<file path="src/rtl/sdiv_pkg.sv">
// Shared types and limits for the iterative divider (sdiv_iter).
package sdiv_pkg;

    localparam int unsigned MIN_WIDTH = 4;
    localparam int unsigned MAX_WIDTH = 64;

    typedef enum logic [2:0] {
        IDLE,
        PREP,
        ITER,
        FIX,
        DONE
    } sdiv_state_e;

    typedef struct packed {
        logic div_by_zero;
        logic overflow;
    } sdiv_status_t;

endpackage

</file>
<file path="src/rtl/sdiv_clz.sv">
// Combinational leading-zero count; all-zero input reports WIDTH.
module sdiv_clz
    import sdiv_pkg::*;
#(
    parameter int unsigned WIDTH = 32
) (
    input  logic [WIDTH-1:0]               a_i,
    output logic [$clog2(WIDTH+1)-1:0]     zeros_c
);

    localparam int unsigned CNT_W = $clog2(WIDTH + 1);

    // Ascending scan: the highest set bit is the last one to write the result.
    always_comb begin
        zeros_c = CNT_W'(WIDTH);
        for (int i = 0; i < int'(WIDTH); i++) begin
            if (a_i[i]) begin
                zeros_c = CNT_W'(int'(WIDTH) - 1 - i);
            end
        end
    end

endmodule

</file>
<file path="src/rtl/sdiv_iter.sv">
// Iterative restoring divider, signed/unsigned per operation, one quotient bit per cycle.
// Optional macro SDIV_EARLY_TERM_EN skips leading-zero iterations of the dividend.
module sdiv_iter
    import sdiv_pkg::*;
#(
    parameter int unsigned WIDTH = 32
) (
    input  logic             clk,
    input  logic             rst,
    input  logic             in_valid,
    output logic             in_ready,
    input  logic             in_signed,
    input  logic [WIDTH-1:0] dividend,
    input  logic [WIDTH-1:0] divisor,
    output logic             out_valid,
    input  logic             out_ready,
    output logic [WIDTH-1:0] quotient,
    output logic [WIDTH-1:0] remainder,
    output logic             div_by_zero,
    output logic             overflow,
    output logic             busy
);

    localparam int unsigned CNT_W = $clog2(WIDTH + 1);

    sdiv_state_e      state_q, state_d;
    logic [WIDTH-1:0] a_q, a_d, b_q, b_d;
    logic             signed_q, signed_d;
    logic             qneg_q, qneg_d, rneg_q, rneg_d;
    logic [WIDTH-1:0] dvd_q, dvd_d;
    logic [WIDTH:0]   rem_q, rem_d;
    logic [WIDTH:0]   dvs_q, dvs_d;
    logic [CNT_W-1:0] cnt_q, cnt_d;
    logic [WIDTH-1:0] quotient_q, quotient_d;
    logic [WIDTH-1:0] remainder_q, remainder_d;
    sdiv_status_t     status_q, status_d;
    logic             in_ready_q, out_valid_q, busy_q;

    logic             sd, sv, is_zero, is_ovf;
    logic [WIDTH-1:0] abs_a, abs_b;
    logic [WIDTH+1:0] shifted, diff;

    assign sd      = signed_q & a_q[WIDTH-1];
    assign sv      = signed_q & b_q[WIDTH-1];
    assign abs_a   = sd ? (-a_q) : a_q;
    assign abs_b   = sv ? (-b_q) : b_q;
    assign is_zero = (b_q == '0);
    assign is_ovf  = signed_q && (a_q == {1'b1, {(WIDTH-1){1'b0}}}) && (b_q == '1);

    // Partial remainder is always below the divisor, so the extra top bit acts as the sign.
    assign shifted = {rem_q, dvd_q[WIDTH-1]};
    assign diff    = shifted - {1'b0, dvs_q};

`ifdef SDIV_EARLY_TERM_EN
    logic [CNT_W-1:0] clz_z;

    sdiv_clz #(
        .WIDTH (WIDTH)
    ) u_clz (
        .a_i     (abs_a),
        .zeros_c (clz_z)
    );
`endif

    always_comb begin
        state_d     = state_q;
        a_d         = a_q;
        b_d         = b_q;
        signed_d    = signed_q;
        qneg_d      = qneg_q;
        rneg_d      = rneg_q;
        dvd_d       = dvd_q;
        rem_d       = rem_q;
        dvs_d       = dvs_q;
        cnt_d       = cnt_q;
        quotient_d  = quotient_q;
        remainder_d = remainder_q;
        status_d    = status_q;

        case (state_q)
            IDLE: begin
                if (in_valid && in_ready_q) begin
                    a_d      = dividend;
                    b_d      = divisor;
                    signed_d = in_signed;
                    state_d  = PREP;
                end
            end
            PREP: begin
                qneg_d  = sd ^ sv;
                rneg_d  = sd;
                rem_d   = '0;
                dvs_d   = {1'b0, abs_b};
`ifdef SDIV_EARLY_TERM_EN
                dvd_d   = abs_a << clz_z;
                cnt_d   = CNT_W'(WIDTH) - clz_z;
                state_d = (clz_z == CNT_W'(WIDTH)) ? FIX : ITER;
`else
                dvd_d   = abs_a;
                cnt_d   = CNT_W'(WIDTH);
                state_d = ITER;
`endif
                if (is_zero) begin
                    quotient_d           = '1;
                    remainder_d          = a_q;
                    status_d.div_by_zero = 1'b1;
                    state_d              = DONE;
                end else if (is_ovf) begin
                    quotient_d        = a_q;
                    remainder_d       = '0;
                    status_d.overflow = 1'b1;
                    state_d           = DONE;
                end
            end
            ITER: begin
                rem_d = diff[WIDTH+1] ? shifted[WIDTH:0] : diff[WIDTH:0];
                dvd_d = {dvd_q[WIDTH-2:0], ~diff[WIDTH+1]};
                cnt_d = cnt_q - CNT_W'(1);
                if (cnt_q == CNT_W'(1)) begin
                    state_d = FIX;
                end
            end
            FIX: begin
                quotient_d  = qneg_q ? (-dvd_q) : dvd_q;
                remainder_d = rneg_q ? (-rem_q[WIDTH-1:0]) : rem_q[WIDTH-1:0];
                state_d     = DONE;
            end
            DONE: begin
                if (out_ready) begin
                    status_d = '0;
                    state_d  = IDLE;
                end
            end
            default: state_d = IDLE;
        endcase
    end

    always_ff @(posedge clk) begin
        if (!rst) begin
            state_q     <= IDLE;
            a_q         <= '0;
            b_q         <= '0;
            signed_q    <= 1'b0;
            qneg_q      <= 1'b0;
            rneg_q      <= 1'b0;
            dvd_q       <= '0;
            rem_q       <= '0;
            dvs_q       <= '0;
            cnt_q       <= '0;
            quotient_q  <= '0;
            remainder_q <= '0;
            status_q    <= '0;
            in_ready_q  <= 1'b1;
            out_valid_q <= 1'b0;
            busy_q      <= 1'b0;
        end else begin
            state_q     <= state_d;
            a_q         <= a_d;
            b_q         <= b_d;
            signed_q    <= signed_d;
            qneg_q      <= qneg_d;
            rneg_q      <= rneg_d;
            dvd_q       <= dvd_d;
            rem_q       <= rem_d;
            dvs_q       <= dvs_d;
            cnt_q       <= cnt_d;
            quotient_q  <= quotient_d;
            remainder_q <= remainder_d;
            status_q    <= status_d;
            in_ready_q  <= (state_d == IDLE);
            out_valid_q <= (state_d == DONE);
            busy_q      <= (state_d != IDLE);
        end
    end

    assign in_ready    = in_ready_q;
    assign out_valid   = out_valid_q;
    assign busy        = busy_q;
    assign quotient    = quotient_q;
    assign remainder   = remainder_q;
    assign div_by_zero = status_q.div_by_zero;
    assign overflow    = status_q.overflow;

endmodule

</file>
<file path="config.mk">
export PLATFORM = sky130hd
export DESIGN_NAME = sdiv_iter
export DESIGN_NICKNAME = d
export VERILOG_FILES = /design/src/rtl/sdiv_pkg.sv /design/src/rtl/sdiv_clz.sv /design/src/rtl/sdiv_iter.sv
export SDC_FILE = /design/constraint.sdc
export NUM_CORES = 1
export LEC_CHECK = 0
export CORE_ASPECT_RATIO = 1.2
export CORE_UTILIZATION = 60
export CTS_CLUSTER_DIAMETER = 60
export DETAILED_ROUTE_END_ITERATION = 8
export DONT_BUFFER_PORTS = 1
export PLACE_DENSITY = 0.76
export SLEW_MARGIN = 20
export SYNTH_ARGS = -nofsm -noshare
export SYNTH_HDL_FRONTEND = slang
export SYNTH_SLANG_ARGS = --single-unit
export TNS_END_PERCENT = 50
</file>
<file path="constraint.sdc">
create_clock -name clk -period 3.79 [get_ports clk]
set_input_delay 0.758 -clock clk [delete_from_list [all_inputs] [get_ports clk]]
set_output_delay 0.758 -clock clk [all_outputs]
set_load 0.05 [all_outputs]
</file>
# After elaboration in Yosys (flattened, before gate mapping)

Cells that the tools add are included.

Mux-type cells: 25
Add/subtract/negate cells: 6
Bitwise logic cells: 4
Equality and inequality tests: 13
Reductions and logical operators: 14

Operators by type and width:

| operator                                             | number |
|---|---|
| two-way mux 32 bit                                   | 8 |
| case mux 32 bit (2 select lines)                     | 3 |
| negation 32 bit                                      | 4 |
| case mux 33 bit (2 select lines)                     | 1 |
| equality test 32 bit (second input constant)         | 2 |
| subtractor 34 x 32 -> 34 bit                         | 1 |
| two-way mux 33 bit                                   | 1 |
| logical NOT 32 bit                                   | 1 |
| two-way mux 3 bit                                    | 5 |
| case mux 3 bit (5 select lines)                      | 1 |
| case mux 6 bit (2 select lines)                      | 1 |
| != test 2 bit (second input constant)                | 4 |
| equality test 3 x 2 -> 1 bit (second input constant) | 2 |
| equality test 3 bit (second input constant)          | 2 |
| equality test 6 x 1 -> 1 bit (second input constant) | 1 |
| logical NOT 3 bit                                    | 2 |
| nonzero test 2 bit                                   | 3 |
| subtractor 6 x 1 -> 6 bit (second input constant)    | 1 |
| case mux 2 bit (2 select lines)                      | 1 |
| AND reduction 2 bit                                  | 2 |
| AND reduction 4 bit                                  | 1 |
| equality test 3 x 1 -> 1 bit (second input constant) | 1 |
| logical AND 1 bit                                    | 3 |
| two-way mux 1 bit                                    | 3 |
| 7 further kinds                                      | 8 |

Logic and storage cells: 79
Register bits: 242

# Logic depth before layout (Yosys ltp)

Gate-level depths: netlist of the first run.

Word-level depth: 7
Mapped depth: 15

# Worst setup path after synthesis of the first run

No wires, ideal clock.

Kind: flip-flop to flip-flop
Start: reg rem_q[13]
End: reg rem_q[0]
Setup time: 117 ps
Path buffers: 4
Slack: 680 ps
Stages on the path, launching flop included: 15
Data required time: 3673 ps
Data arrival time: 2992 ps
Cells stage by stage: dfxtp_1 ha_1 clkbuf_1 nand4_1 nor3_1 a22oi_1 and3_1 clkbuf_1 o21ba_2 o211ai_1 and2_1 buf_2 buf_4 a21oi_1 a32o_1

Cells in the longest elaborated chain, start to end: 3

RTL lines:

| item                             | line             | source |
|---|---|---|
| from (decl)                      | sdiv_iter.sv:31  | `logic [WIDTH:0] rem_q, rem_d;` |
| from (signal assigned)           | sdiv_iter.sv:164 | `rem_q <= rem_d;` |
| subtractor 34 x 32 -> 34 bit     | sdiv_iter.sv:52  | `assign diff = shifted - {1'b0, dvs_q};` |
| two-way mux 33 bit               | sdiv_iter.sv:116 | `rem_d = diff[WIDTH+1] ? shifted[WIDTH:0] : diff[WIDTH:0];` |
| case mux 33 bit (2 select lines) | sdiv_iter.sv:80  | `case (state_q)` |

Every way passes these cells.
A chain may end at the register's enable or synchronous reset.

# Worst setup path in the final report of the first run

Start: reg rem_q[13]
End: reg rem_q[9]

The elaborated chain is that of the path after synthesis.

==> reports/results.ini, run 1 <==
[synth]
netlist_instances = 1813
synth_area_per_cell_um2 = 7.587
synthTopCellsByArea = dfxtp_1 35%, a21oi_1 8.0%, nand2_1 7.5%, o21ai_0 5.1%, xnor2_1 5.0%
synth_flop_cell = dfxtp_1
yosys.area.top_type = dfxtp_1
syn-num-nets = 1922
yosys_warnings = 0
synth.distinct_cells = 62
seq_area_frac_synth_pct = 35.22
synth_top_cell_area_share_pct = 35.22
ys_ff_latch = 242
synth_edf_count = 0
async_flop_share_pct = 0
syn_area_mm2 = 0.01376

[status]
outcome = complete, no violations

[min_path]
holdCritPathClass = in -> reg

[final_layout]
syn2layout_area_growth_pct = 8.450
drive_above_1_share_pct = 6.085
num-nets-final = 1863
utilization_pct = 66.46
diodes = 0

[drt]
viasPerCell = 6.276
ant_nets = 0
route.detailed.drc = 0
detail_route.wl_per_cell_um = 20.06
drt-initial-drc-count = 953
first_pass_iters = 6
vias = 12890
routed_wl_um = 41200

[timing]
fin_setup_tns_ns = 0
slew_headroom_pct = 37.17
worst_pin_slew_ns = 0.9403
setup_ws_ns = 0.4131
slew_violations = 0
final.setup_skew_ns = 0.01446
fmax_mhz = 296.1
rsz0062_at_grt = no
final.min_clock_period_ns = 3.377
setup_viol = 0
holdWs_ns = 0.3442
period_share_pct = 89.10
final-hold-violation-count = 0

[floorplan]
rows = 60
ios = 138
start_util_pct = 61.28
die_x_um = 140.2
fp.dieArea_mm2 = 0.02354
die_y_um = 167.9
coreArea_mm2 = 0.02245

[grt]
overflow = 0
antenna_found_initial = 0
grt_max_degree = 73
grt.total_usage_pct = 34.35
grt_pass1_vias = 11820
grt_pass1_wl_um = 64090

[clock_tree]
clockRootBuffer = clkbuf_16
clk_latency_ns = 0.55
htreeDepth = 1
cts_buffers = 27
cts_tree = built
clk_path_buf_depth = 3
ctsResizeCount = 0
cts_setup_buffers = 0
cts_hold_buffers = 0
clock-sinks = 242
clk_pin_slew_worst_paths_ns = 0.07

[power]
p_sw_mw = 3.457
p_clk_share_pct = 30.0
swShare_pct = 38.34
ir_drop_mv = 0.4288
p_int_mw = 5.560
p_leak_nw = 5.372
pwr-share-comb_pct = 35.2
seqPwrFrac_pct = 34.8
powerDensity_mw_per_mm2 = 604.4

[placed_design]
io_buffers = 0
dpl.hpwl_um = 30170
post-place-ws_ns = 0.5065
gp_congestion = 0.9714

[worst_setup_path]
crit_fanout = 15
start_kind = flip-flop
crit_type = reg -> reg
critPathCaptureType = flip-flop
cp.required_ns = 4.23
cp.arrival_ns = 3.81

[run]
drv_cap = 0

[cell type report]
| class | instances | area, µm² |
|---|---|---|
| tap | 279 | 349.1 |
| inverter | 59 | 224.0 |
| fill | 1983 | 7528 |
| clock buffer | 34 | 752.0 |
| clock inverter | 16 | 171.4 |
| sequential | 242 | 4845 |
| multi-input combinational | 1385 | 8222 |
| timing repair buffer | 39 | 355.3 |
[power by group through the flow]
| stage | clock network [mW] | logic, mW | registers (mW) |
|---|---|---|---|
| after global placement | 0 | 3.09 | 3.18 |
| after global routing | 2.84 | 3.47 | 3.16 |
| after floorplan | 0 | 2.45 | 3.08 |
| after CTS | 2.72 | 3.13 | 3.13 |
| after detailed placement | 0 | 3.11 | 3.19 |
| final | 2.70 | 3.17 | 3.14 |
[metal layers]
layer  wire length (µm)  track usage [%]
met5                  0                0
met2              19810            58.74
met1              16490            41.71
met3               2558            3.982
met4               2344            19.97
[stage by stage]
step                std cells  cell area (µm²)  power [mW]
floorplan                1813            13760       5.524
global placement         2004            13990       6.264
detailed placement       2004            13990       6.303
CTS                      2054            14920       8.984
global route             2054            14920       9.467
finish                   2054            14920       9.017
[sequential cells by signal, indices dropped and copies added (netlist names)]
register	flops
a_q	32
out_valid	1
quotient	32
busy	1
overflow	1
rneg_q	1
cnt_q	6
dvd_q	32
in_ready	1
dvs_q	32
div_by_zero	1
rem_q	33
qneg_q	1
b_q	32
remainder	32
state_q	3
signed_q	1
[Yosys cell counts (3+ instances only)]
cell type and count:
and4_1 3, buf_2 16, and2_1 9, nand3_1 31
nand4_1 16, a22oi_1 49, nor4_1 10, xor2_1 62
or4_1 14, o21bai_1 5, inv_1 58, a31oi_1 6
o21ba_2 3, nor2_1 161, a311oi_1 5, dfxtp_1 242
or4_4 3, buf_4 3, nand2b_1 12, and3_1 12
a211o_1 3, clkbuf_1 100, a21o_1 8, o21ai_0 139
o41ai_1 16, xnor2_1 79, o21a_1 10, o31ai_1 23
or2_2 3, or3_1 15, nor3_1 23, nand2_1 274
a221oi_1 7, a21boi_0 3, a211oi_1 56, mux2i_1 26
buf_1 8, a21oi_1 221, ha_1 39, o211ai_1 9
[worst paths after layout]
kind | cells past startpoint | endpoint | slack, ns | startpoint
max | 11 | rem_q[9]$_SDFFE_PN0P_ | 0.41 | rem_q[13]$_SDFFE_PN0P_
min | 2 | b_q[20]$_SDFFE_PN0P_ | 0.34 | divisor[20]
max reg2reg | 11 | rem_q[9]$_SDFFE_PN0P_ | 0.41 | rem_q[13]$_SDFFE_PN0P_
min reg2reg | 2 | dvs_q[0]$_SDFFE_PN0N_ | 0.48 | dvs_q[0]$_SDFFE_PN0N_
[cells by family after synthesis]
logic type      synth area share, %
mux                           1.892
compound gates                25.81
buf+inv                       5.303
flops                         35.22
simple gates                  19.10
fa+ha+maj                     3.693
xor+xnor                      8.978
[placed cells by master, fill, tap and decap left out, types with 9 or more instances in the layout]
master,n
dfxtp_1,242
nand4_1,16
o21ai_0,139
nand2_1,274
buf_4,34
o21a_1,10
nor2_1,157
nor3_1,21
clkbuf_16,27
nand3_1,31
o41ai_1,16
a21oi_1,221
or3_1,15
inv_1,58
xor2_1,62
or4_1,14
mux2i_1,26
ha_1,39
a22oi_1,49
a211oi_1,56
o211ai_1,9
nor4_1,10
and2_1,9
and3_1,12
xnor2_1,79
o31ai_1,23
nand2b_1,12
[worst max-delay path, cell delays in order (launching register included)]
cell and delay (ns):
dfxtp_1 0.41, ha_1 0.50, nand4_1 0.17, nor3_1 0.24
a22oi_1 0.13, and3_1 0.27, o21ba_2 0.25, o211ai_1 0.40
and2_1 0.22, buf_4 0.27, mux2i_1 0.13, a32o_1 0.27
Note: power is estimated with default switching activity, not from simulation.
==> inputs of run 2 (changes only) <==
--- a/config.mk
+++ b/config.mk
@@ -14,5 +14,6 @@
 export SLEW_MARGIN = 20
 export SYNTH_ARGS = -nofsm -noshare
 export SYNTH_HDL_FRONTEND = slang
+export SYNTH_HIERARCHICAL = 1
 export SYNTH_SLANG_ARGS = --single-unit
-export TNS_END_PERCENT = 50
+export TNS_END_PERCENT = 1
==> results of run 2 <==
No change in the layout: final DEF, timing and power equal those of run 1.
Main changes from that run: Yosys warning count 0 -> 6
